<file path="src/rtl/stage_if_fetch_pkg.sv">
// Shared definitions for the IF stage: FSM encodings, RV32 constants, reset PC.
// Optional perf counters in the top are enabled by defining IF_PERF_CNT_EN.
package stage_if_fetch_pkg;

    localparam logic [31:0] RESET_PC_DEFAULT = 32'h0000_0000;
    localparam int unsigned INST_BYTES       = 4;

    typedef enum logic [3:0] {
        s_INIT = 4'h1,
        s_IF   = 4'h2,
        s_IW   = 4'h4,
        s_DV   = 4'h8
    } if_state_e;

    // Redirect targets may be unaligned; fetch always uses a word address.
    function automatic logic [31:0] align_pc(input logic [31:0] pc);
        return {pc[31:2], 2'b00};
    endfunction

endpackage

</file>
<file path="src/rtl/stage_if_fetch_if_pc_next.sv">
// Next fetch-PC select: aligned redirect target, sequential successor, or hold.
module if_pc_next
    import stage_if_fetch_pkg::*;
(
    input  logic        redirect,
    input  logic        advance,
    input  logic [31:0] next_pc,
    input  logic [31:0] inst_addr,
    input  logic [31:0] fetch_pc,
    output logic [31:0] fetch_pc_nxt
);

    logic [31:0] target;
    logic [31:0] seq_pc;

    assign target = align_pc(next_pc);
    assign seq_pc = inst_addr + 32'(INST_BYTES);

    always_comb begin
        fetch_pc_nxt = fetch_pc;
        if (redirect) begin
            fetch_pc_nxt = target;
        end else if (advance) begin
            fetch_pc_nxt = seq_pc;
        end
    end

endmodule

</file>
<file path="src/rtl/stage_if_fetch.sv">
// RV32 instruction-fetch stage: memory request/response handshake and delivery to decode.
// Define IF_PERF_CNT_EN to add the If_Wait_Cnt / If_Kill_Cnt performance counters.
//
// state  | meaning
// s_INIT | after reset, load first fetch address
// s_IF   | request presented, waiting for Inst_Req_Ready
// s_IW   | request accepted, waiting for Inst_Valid
// s_DV   | instruction held on Inst_O/PC_O with Done_O high
module stage_if_fetch
    import stage_if_fetch_pkg::*;
#(
    parameter logic [31:0] RESET_PC = RESET_PC_DEFAULT
)
(
    input  logic        clk,
    input  logic        rst,
    output logic [31:0] Inst_Addr,
    output logic        Inst_Req_Valid,
    input  logic        Inst_Req_Ready,
    input  logic [31:0] Instruction,
    input  logic        Inst_Valid,
    output logic        Inst_Ready,
    input  logic [31:0] next_PC,
    input  logic        Feedback_Branch,
    input  logic        Feedback_Mem_Acc,
    output logic [31:0] Inst_O,
    output logic [31:0] PC_O,
    output logic        Done_O
`ifdef IF_PERF_CNT_EN
    ,
    output logic [31:0] If_Wait_Cnt,
    output logic [31:0] If_Kill_Cnt
`endif
);

    if_state_e   state;
    if_state_e   state_nxt;
    logic [31:0] fetch_pc;
    logic [31:0] fetch_pc_nxt;
    logic        kill;
    logic        kill_nxt;
    logic        redirect;
    logic        kill_eff;
    logic        addr_load;
    logic        resp_take;
    logic        consume;

    // Decode ignores branches while it is stalled on memory, so we do too.
    assign redirect = Feedback_Branch && !Feedback_Mem_Acc;
    assign kill_eff = kill || redirect;

    if_pc_next u_pc_next (
        .redirect     (redirect),
        .advance      (resp_take),
        .next_pc      (next_PC),
        .inst_addr    (Inst_Addr),
        .fetch_pc     (fetch_pc),
        .fetch_pc_nxt (fetch_pc_nxt)
    );

    always_ff @(posedge clk) begin
        if (rst) begin
            state    <= s_INIT;
            fetch_pc <= RESET_PC;
            kill     <= 1'b0;
        end else begin
            state    <= state_nxt;
            fetch_pc <= fetch_pc_nxt;
            kill     <= kill_nxt;
        end
    end

    always_comb begin
        state_nxt      = state;
        kill_nxt       = kill;
        Inst_Req_Valid = 1'b0;
        Inst_Ready     = 1'b0;
        addr_load      = 1'b0;
        resp_take      = 1'b0;
        consume        = 1'b0;
        unique case (state)
            s_INIT: begin
                addr_load = 1'b1;
                state_nxt = s_IF;
            end
            s_IF: begin
                Inst_Req_Valid = 1'b1;
                if (redirect) begin
                    kill_nxt = 1'b1;
                end
                if (Inst_Req_Ready) begin
                    state_nxt = s_IW;
                end
            end
            s_IW: begin
                Inst_Ready = 1'b1;
                if (redirect) begin
                    kill_nxt = 1'b1;
                end
                if (Inst_Valid) begin
                    // A redirect arriving with the response still kills it.
                    if (kill_eff) begin
                        kill_nxt  = 1'b0;
                        addr_load = 1'b1;
                        state_nxt = s_IF;
                    end else begin
                        resp_take = 1'b1;
                        state_nxt = s_DV;
                    end
                end
            end
            s_DV: begin
                if (!Feedback_Mem_Acc) begin
                    consume   = 1'b1;
                    addr_load = 1'b1;
                    state_nxt = s_IF;
                end
            end
            default: begin
                state_nxt = s_INIT;
            end
        endcase
    end

    // Inst_Addr only moves on entry to s_IF, so it is stable while requesting.
    always_ff @(posedge clk) begin
        if (rst) begin
            Inst_Addr <= RESET_PC;
            Inst_O    <= 32'h0;
            PC_O      <= 32'h0;
            Done_O    <= 1'b0;
        end else begin
            if (addr_load) begin
                Inst_Addr <= fetch_pc_nxt;
            end
            if (resp_take) begin
                Inst_O <= Instruction;
                PC_O   <= Inst_Addr;
                Done_O <= 1'b1;
            end else if (consume) begin
                Done_O <= 1'b0;
            end
        end
    end

`ifdef IF_PERF_CNT_EN
    logic waiting;
    logic kill_hit;

    assign waiting  = (state == s_IF) || (state == s_IW);
    assign kill_hit = (state == s_IW) && Inst_Valid && kill_eff;

    always_ff @(posedge clk) begin
        if (rst) begin
            If_Wait_Cnt <= 32'h0;
            If_Kill_Cnt <= 32'h0;
        end else begin
            if (waiting) begin
                If_Wait_Cnt <= If_Wait_Cnt + 32'h1;
            end
            if (kill_hit) begin
                If_Kill_Cnt <= If_Kill_Cnt + 32'h1;
            end
        end
    end
`endif

endmodule

</file>
<file path="config.mk">
export PLATFORM = sky130hd
export DESIGN_NAME = stage_if_fetch
export DESIGN_NICKNAME = d
export VERILOG_FILES = /design/src/rtl/stage_if_fetch_pkg.sv /design/src/rtl/stage_if_fetch_if_pc_next.sv /design/src/rtl/stage_if_fetch.sv
export SDC_FILE = /design/constraint.sdc
export NUM_CORES = 1
export LEC_CHECK = 0
export CAP_MARGIN = 10
export CORE_MARGIN = 4
export CORE_UTILIZATION = 39
export CTS_CLUSTER_DIAMETER = 80
export DETAILED_ROUTE_END_ITERATION = 8
export PLACE_DENSITY_LB_ADDON = 0.2
export SYNTH_ARGS = -nofsm -noshare
export SYNTH_HDL_FRONTEND = slang
export SYNTH_SLANG_ARGS = --single-unit
</file>
<file path="constraint.sdc">
create_clock -name clk -period 1.85 [get_ports clk]
set_input_delay 0.555 -clock clk [delete_from_list [all_inputs] [get_ports clk]]
set_output_delay 0.555 -clock clk [all_outputs]
set_load 0.02 [all_outputs]
</file>
==> flow_summary_export.csv, run 1 <==
group,metric,value,unit
setup_path,endpoint,"fetch_pc[30]",
place,hpwlAfterDp,12800,um
setup_path,required,2.19,ns
cts,cts_max_level,4,
die,die_h,130,um
die,ios,169,
grt,grt_use_total,21.1,%
cts,root_buffer,"clkbuf_16",
outcome,run_status,"complete, but fails checks",
grt,grt-ovfl-total,0,
layout,fill_cells,1234,
timing,drv_slew,0,
layout,stdcell_area,9190,um2
yosys,synth.distinct_cells,51,
yosys,post_synth.cell_area_avg,8.11,um2
timing,worst_slack,-0.00343,ns
timing,setup_viol,1,
flow_run,cap_violations,0,
cts,cts_tree,"built",
setup_path,cp_max_fo,5,
layout,multiInputGateArea,3040,um2
timing,final.period_utilization,100,%
setup_path,worstSetupPathType,"register to register",
place,io_buffers,166,
grt,antenna_found_initial,0,
power_and_ir_drop,p_per_area,1070,nW/um2
timing,grt_setup_unrepaired,"true",
layout,layout.area.seq,2710,um2
yosys,ys_warn_count,0,
yosys,syn-num-nets,787,
yosys,ys_seq_elements,134,
die,die_w,130,um
yosys,yosysTopAreaCellShare,46.2,%
place,place_inst,1077,
cts,clk_path_buf_depth,2,
yosys,synth-main-ff-cell,"dfxtp_1",
timing,relSlewSlack,67.0,%
setup_path,worstPathArrival,2.19,ns
cts,clock-sinks,134,
yosys,syn_inst,716,
setup_path,ff2ff_setup_slack,-0.003,ns
drt,routed_wl,19700,um
drt,num_vias,6051,
place,gp_congestion,0.810,
drt,drt_iter0_markers,334,
yosys,synth_edf_count,0,
yosys,ys_seq_area_share,46.2,%
setup_path,worst_r2r_path_depth,5,
drt,drc,0,
power_and_ir_drop,leakagePower,3.81,nW
layout,nets,1010,
setup_path,r2r-end,"fetch_pc[30]",
drt,viasPerCell,5.33,
yosys,async_reset_ff_share,0,%
layout,utilization,63.3,%
layout,syn2layout_area_growth,58.4,%
yosys,syn-cell-area,5810,um2
grt,grt_max_degree,40,
setup_path,r2r-start,"Inst_Addr[20]",
timing,clock_skew,0.00721,ns
die,floorplan.initialDensity,39.9,%
setup_path,worstSetupStartpoint,"Inst_Addr[20]",
place,post_dp_cell_area,8170,um2
drt,wire_per_inst,17.4,um
die,core,14500,um2
cts,numCtsBuffers,17,
yosys,yosys-top-cells-area,"dfxtp_1 46%, nand2_1 10%, a21oi_1 8.8%, nor2_1 3.2%, a211oi_2 3.0%",
timing,hold_viol,0,
grt,grt_pass1_wl,28300,um
setup_path,endpoint_kind,"register",
timing,worstMarginPinSlew,0.489,ns
layout,layout_commonest_cell,"nand2_1",
die,rows,44,
grt,grt_pass1_vias,5751,
cts,cts_hold_buf,0,
power_and_ir_drop,ir_worst_vdd,0.752,mV
timing,period_minus_slack,1.85,ns
cts,clk_latency,0.42,ns
cts,clk_pin_slew,0.06,ns
die,fp.dieArea,16900,um2
layout,drive_gt1_share,22.3,%
timing,fmax,0.540,GHz
layout,layout_common_cells,"161 x nand2_1, 115 x dfxtp_1, 87 x dlygate4sd2_1",
outcome,violations,"setup timing",
yosys,yosysTopAreaCell,"dfxtp_1",
min_path,hp-class,"register to register",
drt,firstDrtPassIters,5,
layout,instances_no_fill,1135,
layout,n_antenna_cell,0,
setup_path,cp-start-kind,"register",
timing,finalSetupTns,-0.00343,ns
power_and_ir_drop,power,9.86,mW
drt,detail-route-antenna-nets,0,
metal layers:
metal	global-route usage, %	wire (um)	up-vias
met5	0	0	-
met4	6.42	290	0
met3	5.53	1170	35
met2	35.8	9820	196
met1	26.4	8440	2881
li1	-	-	2939
Yosys cell counts (5+ instances only):
master,n
o31a_1,6
inv_1,7
nand4_1,17
nor4_1,8
dfxtp_1,134
nand3_1,12
nand2_1,161
and2_1,5
a21oi_1,102
a211oi_2,14
and3_1,19
clkbuf_1,34
buf_2,17
and4_1,5
a211oi_1,15
xnor2_1,12
o21ai_0,18
nor2_1,50
nor3_1,13
o21a_1,5
registers in the layout, summed over array words and instances, names as in the netlist:
signal,count
Done_O,1
Inst_Addr,32
Inst_O,32
PC_O,32
fetch_pc,32
kill,1
state,4
layout make-up:
| class | instances | share of cell area [%] |
|---|---|---|
| flip-flops and latches | 134 | 29.5 |
| inverters | 7 | 0.286 |
| clock inverters | 10 | 1.69 |
| well taps | 184 | 2.50 |
| multi-input cells | 514 | 33.1 |
| repair buffers | 265 | 28.1 |
| clock buffers | 21 | 4.79 |
critical path, cell delays in order, from the launching register on:
cell and delay (ns):
dfxtp_4 0.37, nand4_1 0.19, nor4_4 0.41, nand4_1 0.21
or4_1 0.50, o211ai_1 0.10
per-stage QoR:
stage / hold WS (ns) / setup WS [ns]
finish: 0.450 / -0.00343
global route: 0.466 / -0.0688
CTS: 0.451 / -0.0330
detailed placement: 0.446 / -0.444
global placement: 0.442 / -0.424
floorplan: 0.445 / -0.00287
where the power goes:
group / total, mW / internal, mW / switching [mW]
clock network: 3.45 / 2.23 / 1.22
registers: 3.46 / 3.17 / 0.290
logic: 2.96 / 1.46 / 1.50
logic make-up after synthesis:
family                   count (synthesis)  share of synthesized area, %
flip-flops                             134                          46.2
multiplexers                             2                         0.345
AND/OR/NAND/NOR                        311                          24.8
adder cells (fa/ha/maj)                  1                         0.215
buffers and inverters                   68                          5.39
AO/OA/AOI/OAI                          184                          20.6
XOR/XNOR                                16                          2.41
timing repair:
| item | CTS | global route |
|---|---|---|
| resized for setup | 118 | 58 |
| hold endpoints to repair | 0 | 0 |
| endpoints found under the setup margin | 103 | 125 |
| pin swaps | 1 | 19 |
| buffers inserted | 2 | 16 |
| gates cloned | 0 | 9 |
how the worst min path moves through the flow:
stage	startpoint	end	slack (ns)	cells past startpoint
6_report	Inst_O[7]	Inst_O[7]	0.45	2
2_1_floorplan	fetch_pc[0]	fetch_pc[0]	0.44	2
4_1_cts	Inst_O[7]	Inst_O[7]	0.45	2
5_1_grt	PC_O[9]	PC_O[9]	0.47	2
3_5_place_dp	Inst_O[7]	Inst_O[7]	0.45	2
3_3_place_gp	Inst_O[17]	Inst_O[17]	0.44	2
(Power assumes the default switching activity.)
==> run 2: changes to the inputs <==
- ABC_CLOCK_PERIOD_IN_PS: default -> 1850
- CORE_UTILIZATION: 39 -> 25
==> run 2 against run 1 <==
The flow now finishes without violations. Largest power group is now clock. Non-clock buffer count rose by 12. Via count down 3.3%. Critical path type unchanged. Final cell count rose by 10%. Sequential share of layout area decreased by 0.52 points. Wire length is 6.1% higher.
==> flow_summary_export.csv, run 2 (same netlist as run 1, synthesis figures left out) <==
group,metric,value,unit
power_and_ir_drop,power,9.87,mW
grt,grt_pass1_vias,5711,
grt,grt-ovfl-total,0,
timing,timing.hold.ws,0.413,ns
layout,n_antenna_cell,0,
power_and_ir_drop,seq_power_share,34.5,%
cts,cts_hold_buf,0,
layout,layout_common_cells,"161 x nand2_1, 117 x dfxtp_1, 94 x buf_4",
drt,drc,0,
setup_path,worst_r2r_path_depth,5,
grt,grt_pass1_wl,31800,um
timing,clock_skew,0.00662,ns
timing,fmax,0.548,GHz
place,io_buffers,166,
power_and_ir_drop,swShare,30.7,%
timing,worstMarginPinSlew,0.536,ns
timing,drv_slew,0,
timing,relSlewSlack,63.8,%
die,fp.dieArea,25700,um2
flow_run,cap_violations,0,
grt,antenna_found_initial,0,
setup_path,worstPathArrival,2.16,ns
timing,worst_slack,0.0238,ns
setup_path,crit_path_frequent_cell,"nand4_1",
cts,clock-sinks,134,
cts,clk_path_buf_depth,2,
min_path,hp-class,"input pin to register",
drt,viasPerCell,4.69,
power_and_ir_drop,leakagePower,3.88,nW
drt,wire_per_inst,16.8,um
power_and_ir_drop,p_comb_share,28.6,%
setup_path,ff2ff_setup_slack,0.02,ns
min_path,hp-start,"rst",
setup_path,slowest_delay,0.50,ns
setup_path,endpoint_kind,"register",
cts,cts_tree,"built",
place,pre_cts_ws,-0.524,ns
place,hpwlAfterDp,14500,um
grt,grt_max_degree,62,
setup_path,cp.depth,5,
min_path,whs_path_depth,2,
die,die_h,160,um
outcome,run_status,"completed",
setup_path,cp-start-kind,"register",
die,die_w,160,um
timing,period_minus_slack,1.83,ns
timing,grt_setup_unrepaired,"true",
cts,cts_max_level,4,
setup_path,r2r-start,"Inst_Addr[19]",
power_and_ir_drop,clockPowerShare,36.9,%
drt,firstDrtPassIters,4,
layout,layout_commonest_cell,"nand2_1",
place,post_dp_cell_area,8550,um2
power_and_ir_drop,p_sw,3.03,mW
die,rows,55,
cts,root_buffer,"clkbuf_16",
cts,clk_latency,0.42,ns
setup_path,slowest_stage,"or4_1",
drt,num_vias,5851,
setup_path,crit_buf_inv,0,
setup_path,cp_max_fo,4,
setup_path,worstSetupStartpoint,"Inst_Addr[19]",
timing,finalSetupTns,0,ns
place,gp_congestion,0.770,
timing,hold_viol,0,
grt,grt_use_total,15.5,%
layout,drive_gt1_share,22.6,%
timing,final.period_utilization,98.7,%
cts,clk_pin_slew,0.06,ns
setup_path,path_delay_family,"simple AND/OR/NAND/NOR gates",
power_and_ir_drop,p_per_area,1060,nW/um2
power_and_ir_drop,internal_power,6.84,mW
die,floorplan.initialDensity,25.6,%
drt,routed_wl,20900,um
timing,setup_viol,0,
power_and_ir_drop,ir_worst_vdd,0.576,mV
setup_path,worstPathCellList,"nand4_1, nor4_4, nand4_1, or4_1, o211ai_1",
layout,stdcell_area,9330,um2
drt,drt_iter0_markers,262,
setup_path,worstSetupPathType,"register to register",
layout,nets,1022,
die,ios,169,
layout,syn2layout_area_growth,60.6,%
cts,numCtsBuffers,17,
setup_path,required,2.19,ns
drt,detail-route-antenna-nets,0,
die,core,22700,um2
run 2: metal layers:
layer | wire length [um] | up-vias | part of all wire [%] | GRT usage (%)
li1 | - | 2972 | - | -
met4 | 281 | 0 | 1.3 | 4.38
met3 | 693 | 17 | 3.3 | 3.49
met5 | 0 | - | 0 | 0
met2 | 10100 | 114 | 48 | 26.1
met1 | 9830 | 2748 | 47 | 20.1
run 2: metrics by stage:
| stage | std cells | util [%] |
|---|---|---|
| 2_1_floorplan | 716 | - |
| 3_3_place_gp | 1205 | 37.7 |
| 3_5_place_dp | 1205 | 37.7 |
| 4_1_cts | 1236 | 39.9 |
| 5_1_grt | 1248 | 41.1 |
| 6_report | 1248 | 41.1 |
run 2: power groups by stage:
stage               sequential [mW]  combinational [mW]  clock, mW
floorplan                      3.71                1.15          0
global placement               3.45                2.69          0
detailed placement             3.45                2.71          0
CTS                            3.39                2.60       3.72
global route                   3.43                3.05       3.84
finish                         3.41                2.82       3.64
run 2: path summary, 6_finish.rpt:
path | end
worst max-delay path | fetch_pc[30]
worst min register to register | Inst_O[5]
worst min-delay path | fetch_pc[23]
worst max register to register | fetch_pc[30]
run 2: layout make-up:
cell class	count	area [um2]
fill	2333	13400
multi-input combinational	514	3020
sequential	134	2700
timing repair buffer	277	2600
clock buffer	22	474
tap	285	357
clock inverter	9	149
inverter	7	26.3
run 2: timing repair:
action | 4_1_cts | 5_1_grt
endpoints found under the setup margin | 180 | 125
gates cloned | 0 | 3
pin swaps | 0 | 8
setup buffers | 0 | 9
resized for setup | 118 | 44
==> run 3: changes to the inputs <==
- CELL_PAD_IN_SITES_DETAIL_PLACEMENT: default -> 0
- CELL_PAD_IN_SITES_GLOBAL_PLACEMENT: default -> 1
==> run 3 against run 2 <==
Critical path depth is 3 lower. Combinational power about the same. First-iteration DRC count increased by 21%. Cell area increased by 0.62%. Register-to-register slack improved by 0.06 ns. Clock skew up 0.00097 ns. Count of clock-buffer cells in the layout fell by 4. Global-route usage decreased by 0.083 points.
==> flow_summary_export.csv, run 3 (same netlist as run 1, synthesis figures left out) <==
group,metric,value,unit
flow_run,cap_violations,0,
cts,root_buffer,"clkbuf_16",
setup_path,required,1.29,ns
cts,clk_latency,0.42,ns
outcome,run_status,"completed",
setup_path,ff2ff_setup_slack,0.08,ns
drt,dr.max_layer_used,"met4",
setup_path,cp-start-kind,"register",
timing,hold_viol,0,
place,hpwlAfterDp,14500,um
grt,grt_pass1_wl,32000,um
layout,fill_cells,2353,
power_and_ir_drop,p_per_area,1050,nW/um2
place,place_inst,1206,
drt,drc,0,
timing,grt_setup_unrepaired,"true",
drt,route.met2.wl,9490,um
drt,drt_iter0_markers,318,
layout,drive_gt1_share,23.4,%
grt,grt_use_total,15.4,%
timing,clock_skew,0.00759,ns
timing,finalSetupTns,0,ns
power_and_ir_drop,ir_worst_vdd,0.567,mV
timing,final.period_utilization,98.2,%
cts,numCtsBuffers,17,
timing,setup_viol,0,
die,core,22700,um2
die,rows,55,
place,gp_congestion,0.750,
grt,grt-ovfl-total,0,
die,ios,169,
setup_path,worstPathArrival,1.26,ns
setup_path,cp_max_fo,3,
drt,viasPerCell,4.65,
die,die_h,160,um
cts,clk_path_buf_depth,2,
layout,layout_common_cells,"161 x nand2_1, 114 x dfxtp_1, 95 x a21oi_1",
timing,relSlewSlack,77.1,%
timing,fmax,0.550,GHz
cts,clock-sinks,134,
layout,syn2layout_area_growth,61.6,%
power_and_ir_drop,leakagePower,3.89,nW
cts,cts_hold_buf,0,
layout,n_antenna_cell,0,
grt,antenna_found_initial,0,
min_path,hp-class,"register to register",
layout,utilization,41.3,%
drt,wl_met1,9830,um
setup_path,worstSetupPathType,"register to output port",
timing,period_minus_slack,1.82,ns
layout,instances_no_fill,1251,
grt,grt_pass1_vias,5646,
place,io_buffers,166,
layout,stdcell_area,9380,um2
drt,num_vias,5811,
drt,firstDrtPassIters,6,
cts,cts_max_level,4,
timing,drv_slew,0,
drt,detail-route-antenna-nets,0,
grt,grt_max_degree,30,
layout,layout_commonest_cell,"nand2_1",
timing,worstMarginPinSlew,0.340,ns
drt,wire_per_inst,16.2,um
die,die_w,160,um
die,fp.dieArea,25700,um2
layout,nets,1024,
cts,clk_pin_slew,0.06,ns
drt,wl_met3,769,um
setup_path,endpoint_kind,"output port",
die,floorplan.initialDensity,25.6,%
cts,cts_tree,"built",
drt,routed_wl,20300,um
place,post_dp_cell_area,8600,um2
## run 3: final timing paths
check,from,endpoint,cells after the start
max,state[1],Inst_Ready,2
min,PC_O[12],PC_O[12],2
max reg2reg,Inst_Addr[10],fetch_pc[30],5
min reg2reg,PC_O[12],PC_O[12],2
## run 3: critical path: stages (launching register included)
cell	delay, ns
dfxtp_2	0.34
nor4b_4	0.31
buf_4	0.19
## run 3: metrics by stage
step,worst slack [ns],hold WS [ns],power [mW]
after floorplan,-0.00287,0.445,4.86
after global placement,-0.538,0.443,6.20
after detailed placement,-0.547,0.447,6.20
after CTS,0.00470,0.452,9.77
after global routing,-0.0490,0.465,10.4
final,0.0333,0.449,9.87
## run 3: what timing repair did
| item | in CTS | in global routing |
|---|---|---|
| resized for setup | 125 | 51 |
| pin swaps | 0 | 7 |
| gates cloned | 0 | 3 |
| endpoints found under the setup margin | 187 | 107 |
| setup buffers | 0 | 10 |
## run 3: where the power goes
part	internal [mW]	switching, mW
clock	2.27	1.35
sequential	3.17	0.271
combinational	1.36	1.45
total	6.80	3.07
## run 3: layer usage
metal,track usage [%],up-vias
met4,3.17,0
met2,24.6,115
met5,0,-
li1,-,2973
met1,21.2,2711
met3,3.85,12
## run 3: area by class of cell
class                   count  area (um2)  area share (%)
clock buffers              18         429            4.57
well taps                 285         357            3.80
multi-input cells         514        3010            32.1
flip-flops and latches    134        2710            28.9
repair buffers            279        2650            28.3
clock inverters            14         198            2.11
inverters                   7        26.3           0.280
